### src/rtl/instr_fetch.sv
// rtl/instr_fetch.sv - instruction fetch stage: PC, imem req/ack, IR to decode valid/ready
// Optional feature macro: FETCH_ILLEGAL_CHK_EN (illegal-opcode trap into STOP state)
module instr_fetch #(
  parameter int              PC_W     = 8,
  parameter logic [PC_W-1:0] RESET_PC = '0
) (
  input  logic            clk,
  input  logic            rst_n,
  output logic            imem_req,
  output logic [PC_W-1:0] imem_addr,
  input  logic [15:0]     imem_rdata,
  input  logic            imem_ack,
  output logic            out_valid,
  input  logic            out_ready,
  output logic [3:0]      opcode,
  output logic [3:0]      rs,
  output logic [3:0]      rt,
  output logic [3:0]      imm,
  output logic [PC_W-1:0] pc_out,
  input  logic            redirect,
  input  logic [PC_W-1:0] redirect_pc,
  output logic            illegal
);

`ifdef FETCH_ILLEGAL_CHK_EN
  typedef enum logic [1:0] {IDLE, REQ, HOLD, STOP} state_t;
`else
  typedef enum logic [1:0] {IDLE, REQ, HOLD} state_t;
`endif

  state_t          state_q, state_d;
  logic [PC_W-1:0] pc_q, pc_d;
  logic [PC_W-1:0] pc_out_q, pc_out_d;
  logic [15:0]     ir_q, ir_d;
  logic            trap;

`ifdef FETCH_ILLEGAL_CHK_EN
  logic illegal_q, illegal_d;

  // Only the opcodes the control unit actually decodes are let through.
  always_comb begin
    case (imem_rdata[15:12])
      4'h0, 4'h1, 4'h2, 4'h3, 4'h7, 4'hF: trap = 1'b0;
      default:                            trap = 1'b1;
    endcase
  end
`else
  assign trap = 1'b0;
`endif

  always_comb begin
    state_d  = state_q;
    pc_d     = pc_q;
    pc_out_d = pc_out_q;
    ir_d     = ir_q;
`ifdef FETCH_ILLEGAL_CHK_EN
    illegal_d = illegal_q;
`endif
    if (redirect) begin
      // Redirect wins over everything, including a same-cycle ack.
      pc_d    = redirect_pc;
      state_d = REQ;
`ifdef FETCH_ILLEGAL_CHK_EN
      illegal_d = 1'b0;
`endif
    end else begin
      case (state_q)
        IDLE: state_d = REQ;
        REQ: begin
          if (imem_ack) begin
            pc_d = pc_q + PC_W'(1);
            if (trap) begin
`ifdef FETCH_ILLEGAL_CHK_EN
              illegal_d = 1'b1;
              state_d   = STOP;
`endif
            end else begin
              ir_d     = imem_rdata;
              pc_out_d = pc_q;
              state_d  = HOLD;
            end
          end
        end
        HOLD: if (out_ready) state_d = REQ;
`ifdef FETCH_ILLEGAL_CHK_EN
        STOP: state_d = STOP;
`endif
        default: state_d = IDLE;
      endcase
    end
  end

  always_ff @(posedge clk or negedge rst_n) begin
    if (!rst_n) begin
      state_q  <= IDLE;
      pc_q     <= RESET_PC;
      pc_out_q <= '0;
      ir_q     <= '0;
`ifdef FETCH_ILLEGAL_CHK_EN
      illegal_q <= 1'b0;
`endif
    end else begin
      state_q  <= state_d;
      pc_q     <= pc_d;
      pc_out_q <= pc_out_d;
      ir_q     <= ir_d;
`ifdef FETCH_ILLEGAL_CHK_EN
      illegal_q <= illegal_d;
`endif
    end
  end

  assign imem_req  = (state_q == REQ);
  assign out_valid = (state_q == HOLD);
  assign imem_addr = pc_q;
  assign pc_out    = pc_out_q;
  assign opcode    = ir_q[15:12];
  assign rs        = ir_q[11:8];
  assign rt        = ir_q[7:4];
  assign imm       = ir_q[3:0];
`ifdef FETCH_ILLEGAL_CHK_EN
  assign illegal   = illegal_q;
`else
  assign illegal   = 1'b0;
`endif

endmodule

### config.mk
export PLATFORM = sky130hd
export DESIGN_NAME = instr_fetch
export DESIGN_NICKNAME = d
export VERILOG_FILES = /design/src/rtl/instr_fetch.sv
export SDC_FILE = /design/constraint.sdc
export NUM_CORES = 1
export LEC_CHECK = 0
export BUFFER_PORTS_ARGS = -buffer_cell sky130_fd_sc_hd__buf_2
export CAP_MARGIN = 40
export CORE_UTILIZATION = 52
export CTS_BUF_LIST = sky130_fd_sc_hd__clkbuf_2
export CTS_CLUSTER_DIAMETER = 60
export DETAILED_ROUTE_END_ITERATION = 10
export GPL_ROUTABILITY_DRIVEN = 0
export PLACE_DENSITY = 0.85
export SETUP_SLACK_MARGIN = 0.15
export SYNTH_ARGS = -nofsm -noshare
export SYNTH_HDL_FRONTEND = slang
export SYNTH_SLANG_ARGS = --single-unit
### constraint.sdc
create_clock -name clk -period 3.2 [get_ports clk]
set_input_delay 0.32 -clock clk [delete_from_list [all_inputs] [get_ports clk]]
set_output_delay 0.32 -clock clk [all_outputs]
set_load 0.05 [all_outputs]
==> results of run 1 <==
-- sequential cells by signal, indices dropped and copies added (netlist names) --
signal     count
ir_q          16
imem_addr      8
pc_out         8
state_q        2
-- layout make-up --
cell class,count,area (µm²),share of cell area (%)
Clock buffer,6,30.0,1.65
Multi-Input combinational cell,72,578,31.7
Tap cell,30,37.5,2.06
Sequential cell,34,851,46.7
Inverter,2,7.51,0.412
Clock inverter,2,8.76,0.480
Timing Repair Buffer,62,310,17.0
-- power by group --
group          internal [µW]  leakage [µW]  switching [µW]
Clock                   53.8     0.0000304             135
Combinational            148      0.000459             412
Sequential               516      0.000403            57.6
-- worst paths after layout --
kind / from / to / slack (ps) / depth (start not counted)
min in group clk: redirect_pc[0] / imem_addr[0] / 160 / 3
max in group asynchronous: rst_n / ir_q[15] / 2750 / 1
hold / removal: rst_n / imem_addr[7] / -10 / 1
hold reg to reg: ir_q[0] / ir_q[0] / 520 / 1
setup / recovery: state_q[1] / ir_q[6] / 1490 / 3
setup reg to reg: state_q[1] / ir_q[6] / 1490 / 3
-- logic make-up after synthesis --
family          after synthesis  share of synthesized area (%)
buf+inv                       6                           2.31
other cells                   1                          0.256
compound gates               13                           5.65
fa+ha+maj                     1                          0.855
xor+xnor                      2                           1.20
flops                        34                           58.2
simple gates                 30                           12.4
mux                          25                           19.2
-- layout by cell type (no fill, tap or decap), types with 2 or more instances in the layout --
cell type / synthesis / layout
buf_2: 0 / 62
dfrtp_1: 34 / 34
mux2_2: 23 / 23
nand2_1: 10 / 10
nand3_1: 6 / 6
clkbuf_2: 0 / 6
or4_1: 5 / 5
o21ai_0: 4 / 4
o211ai_1: 3 / 3
inv_1: 2 / 2
o31ai_1: 2 / 2
nor2_1: 2 / 2
a31oi_1: 2 / 2
-- per-layer routing --
layer / up-vias / wire length [µm] / global-route usage [%]
met1: 560 / 1200 / 25.6
li1: 535 / - / -
met5: - / 0 / 0
met2: 57 / 1400 / 33.9
met4: 0 / 34 / 11.3
met3: 7 / 250 / 6.28
-- per-stage QoR --
step	power (µW)	cell area, µm²
4_1_cts	1330	1820
6_report	1320	1820
5_1_grt	1390	1820
2_1_floorplan	1000	1460
3_3_place_gp	1130	1780
3_5_place_dp	1150	1780
-- critical path: stages, from the launching register on --
cell and delay [ps]:
dfrtp_1 450, nand3b_4 220, nor2_4 520, mux2_2 410
==> results.yml, run 1 <==
run_status:
  status: "finished, violations left"
  violations: "hold timing"
grt:
  grt_usage_pct: 21.2
  antenna_found_initial: 0
  grt_pass1_vias: 998
  grt_max_degree: 35
  grt_pass1_wl_mm: 4.35
  gr-total-overflow: 0
power:
  leakagePower_uw: 0.000893
  powerDensity_nw_per_um2: 725
  peakVddDrop_mv: 0.543
timing:
  tns_ps: 0
  fmaxAchievable_mhz: 583
  worst_slew_pin_slew_ps: 721
  fin_crit_sh_pct: 53.6
  hold_violations: 19
  hold_ws_ps: -10.8
  max-slew-margin-rel_pct: 51.9
  setup_ws_ps: 1490
  skew_ps: 11.4
  min_period_ps: 1710
  setup_viol: 0
  finalMaxSlewViolations: 0
  grt_setup_unrepaired: "no"
clock_tree:
  postCtsHoldBufs: 0
  cts_tree: "yes"
  numCtsBuffers: 5
  clkLatencyLatePin_ps: 360
  postCtsSetupRepairBufs: 0
  htree_levels: 2
  path_clk_slew_ps: 160
  max-clock-path-buffers: 2
  cts-root-buf: "clkbuf_2"
  clock_sinks: 34
  post_cts_resized: 0
synthesis:
  yosysMostFrequentCell: "dfrtp_1"
  yosysWarnings: 0
  ys_top_cells_by_area: "dfrtp_1 58%, mux2_2 18%, nand2_1 2.6%"
  synth_area_per_cell_um2: 13.1
  syn-num-nets: 142
  synth_top_cells_by_count: "34 x dfrtp_1, 23 x mux2_2, 10 x nand2_1, 6 x nand3_1, 5 x or4_1"
  ys_ff_latch: 34
  synthArstFlopShare_pct: 100
  yosysSeqAreaShare_pct: 58.2
  synth_edf_count: 0
  synth.top_cell.area_share_pct: 58.2
  syn_inst: 112
  yosysTopAreaCell: "dfrtp_1"
  netlist_area_um2: 1460
  synth-main-ff-cell: "dfrtp_1"
  synthDistinctLibCells: 28
floorplanning:
  io_pins: 64
  fp-row-count: 18
  fp.dieH_um: 55.0
  die-area_um2: 3030
  core_um2: 2570
  floorplan.initialDensity_pct: 57.0
  dieWidth_um: 55.0
routing:
  vias_per_cell: 5.57
  drc: 0
  detail-route-antenna-nets: 0
  num_vias: 1159
  wl_per_cell_um: 13.8
  first_pass_iters: 6
  drtIter0Drc: 22
  wirelength_mm: 2.88
worst_hold_path:
  hold_path.class: "input port to asynchronous set/reset pin"
critical_path:
  start_kind: "flop"
  critical_path_class: "flop to flop"
  cp.arrival_ps: 1970
  cp-end-kind: "flop"
  required_ps: 3460
  path_max_fanout: 24
placement:
  dp_hpwl_mm: 2.15
  dp_cells: 200
  post-place-ws_ps: 1490
  io_buffer_count: 62
final_layout:
  diodes: 0
  final_nets: 207
  fin_util_pct: 71.0
  layout-drive-gt1-share_pct: 52.8
  fill_cells: 213
  fin_cells: 208
  area_growth_pct: 24.6
job:
  max_cap_viol_count: 0
Power figures use the tool's default switching activity.
==> run 2, diff against run 1 <==
CORE_UTILIZATION = 48   (was 52)
PLACE_DENSITY = 0.79   (was 0.85)
clock period = 1.8 ns   (was 3.2 ns; I/O delays follow)
==> run 2 against run 1 <==
Net effect:
- the run ends with DRC left
- cell count is 7.2% higher
- combinational power grew 84%
- utilization shrank 1.1 points
- design area rose by 8.4%
- register-to-register slack got worse by 1200 ps
- non-clock buffer count rose by 14
==> results.yml, run 2 (synthesized netlist as in run 1, its figures left out) <==
routing:
  drc: 7
  wirelength_mm: 3.11
  num_vias: 1185
  drtIter0Drc: 68
  vias_per_cell: 5.31
  detail-route-antenna-nets: 0
  wl_per_cell_um: 13.9
  first_pass_iters: 9
timing:
  tns_ps: 0
  finalMaxSlewViolations: 0
  skew_ps: 6.57
  hold_violations: 0
  fmaxAchievable_mhz: 647
  fin_crit_sh_pct: 85.9
  setup_viol: 0
  grt_setup_unrepaired: "no"
  min_period_ps: 1550
  max-slew-margin-rel_pct: 51.3
  worst_slew_pin_slew_ps: 731
final_layout:
  area_growth_pct: 35.2
  layout_commonest_cell: "buf_2"
  largest_reg_flops: 16
  layout-drive-gt1-share_pct: 50.5
  finalInstanceArea_um2: 1980
  diodes: 0
  fin_util_pct: 69.9
  regMostFlops: "ir_q"
  seq_area_um2: 853
  final_cell_mix: "62 x buf_2, 32 x dfrtp_1, 23 x mux2_2, 13 x dlygate4sd3_1, 10 x nand2_1"
  final_nets: 221
  multiInputGateArea_um2: 578
  fill_cells: 203
clock_tree:
  htree_levels: 2
  cts_tree: "yes"
  numCtsBuffers: 5
  post_cts_resized: 0
  clock_sinks: 34
  path_clk_slew_ps: 160
  max-clock-path-buffers: 2
  postCtsSetupRepairBufs: 0
  cts-root-buf: "clkbuf_2"
  clkLatencyLatePin_ps: 360
power:
  finalPower_uw: 2390
  powerDensity_nw_per_um2: 1210
  leakagePower_uw: 0.000953
  peakVddDrop_mv: 0.789
job:
  max_cap_viol_count: 0
grt:
  grt_pass1_vias: 1148
  grt_pass1_wl_mm: 4.90
  grt_max_degree: 35
  antenna_found_initial: 0
  gr-total-overflow: 0
  grt_usage_pct: 19.9
critical_path:
  cp-end-kind: "output pin"
  rrSetupSlack_ps: 280
  start_kind: "flop"
  critical_path_class: "flop to output pin"
  r2r_end: "ir_q[6]"
  required_ps: 1620
  r2r-start: "state_q[1]"
  rr_worst_depth: 4
  cp.arrival_ps: 1370
  path_max_fanout: 7
floorplanning:
  dieWidth_um: 57.2
  fp.dieH_um: 57.2
  floorplan.initialDensity_pct: 51.7
  die-area_um2: 3270
  core_um2: 2830
  fp-row-count: 19
  io_pins: 64
worst_hold_path:
  hold_path.class: "input port to flop"
  hp-start: "redirect_pc[0]"
  hold_end: "imem_addr[0]"
  min_delay_path_depth: 3
placement:
  placed_area_um2: 1810
  io_buffer_count: 62
  dp_hpwl_mm: 2.20
run_status:
  status: "finished, violations left"
  violations: "DRC"
[run 2: repair_timing]
item,CTS,global route
hold endpoints to repair,37,9
endpoints found under the setup margin,0,0
hold buffers,4,9
[run 2: layer usage]
metal  track usage (%)  share of wire, %  vias up
li1                  -                 -      562
met1              22.2                41      556
met2              35.8                50       60
met3              6.58               7.9        7
met4              6.62               1.4        0
met5                 0                 0        -
[run 2: layout make-up]
class / count / area share [%]
flip-flops and latches: 34 / 43.2
multi-input cells: 72 / 29.2
clock buffers: 6 / 1.52
well taps: 31 / 1.96
repair buffers: 76 / 23.3
inverters: 2 / 0.380
clock inverters: 2 / 0.443
[run 2: where the power goes]
group          switching, µW  internal (µW)
registers                101            918
logic                    742            287
clock network            242           95.5
[run 2: worst max path at each step]
stage | endpoint | depth (start not counted) | slack (ps) | start
floorplan | imem_addr[7] | 3 | 160 | imem_addr[2]
global placement | ir_q[8] | 4 | 380 | state_q[1]
detailed placement | ir_q[6] | 4 | 290 | state_q[1]
CTS | out_valid | 2 | 240 | state_q[0]
global route | out_valid | 2 | 190 | state_q[0]
finish | out_valid | 2 | 250 | state_q[0]
[run 2: stage by stage]
stage	hold WS [ps]	instances	setup WS, ps
2_1_floorplan	-116	112	162
3_3_place_gp	271	202	375
3_5_place_dp	280	202	286
4_1_cts	8.68	214	239
5_1_grt	0.130	223	188
6_report	30.3	223	254
[run 2: critical path: stages, from the launching register on]
cell and delay [ps]:
dfrtp_1 490, and2b_1 250, buf_2 260
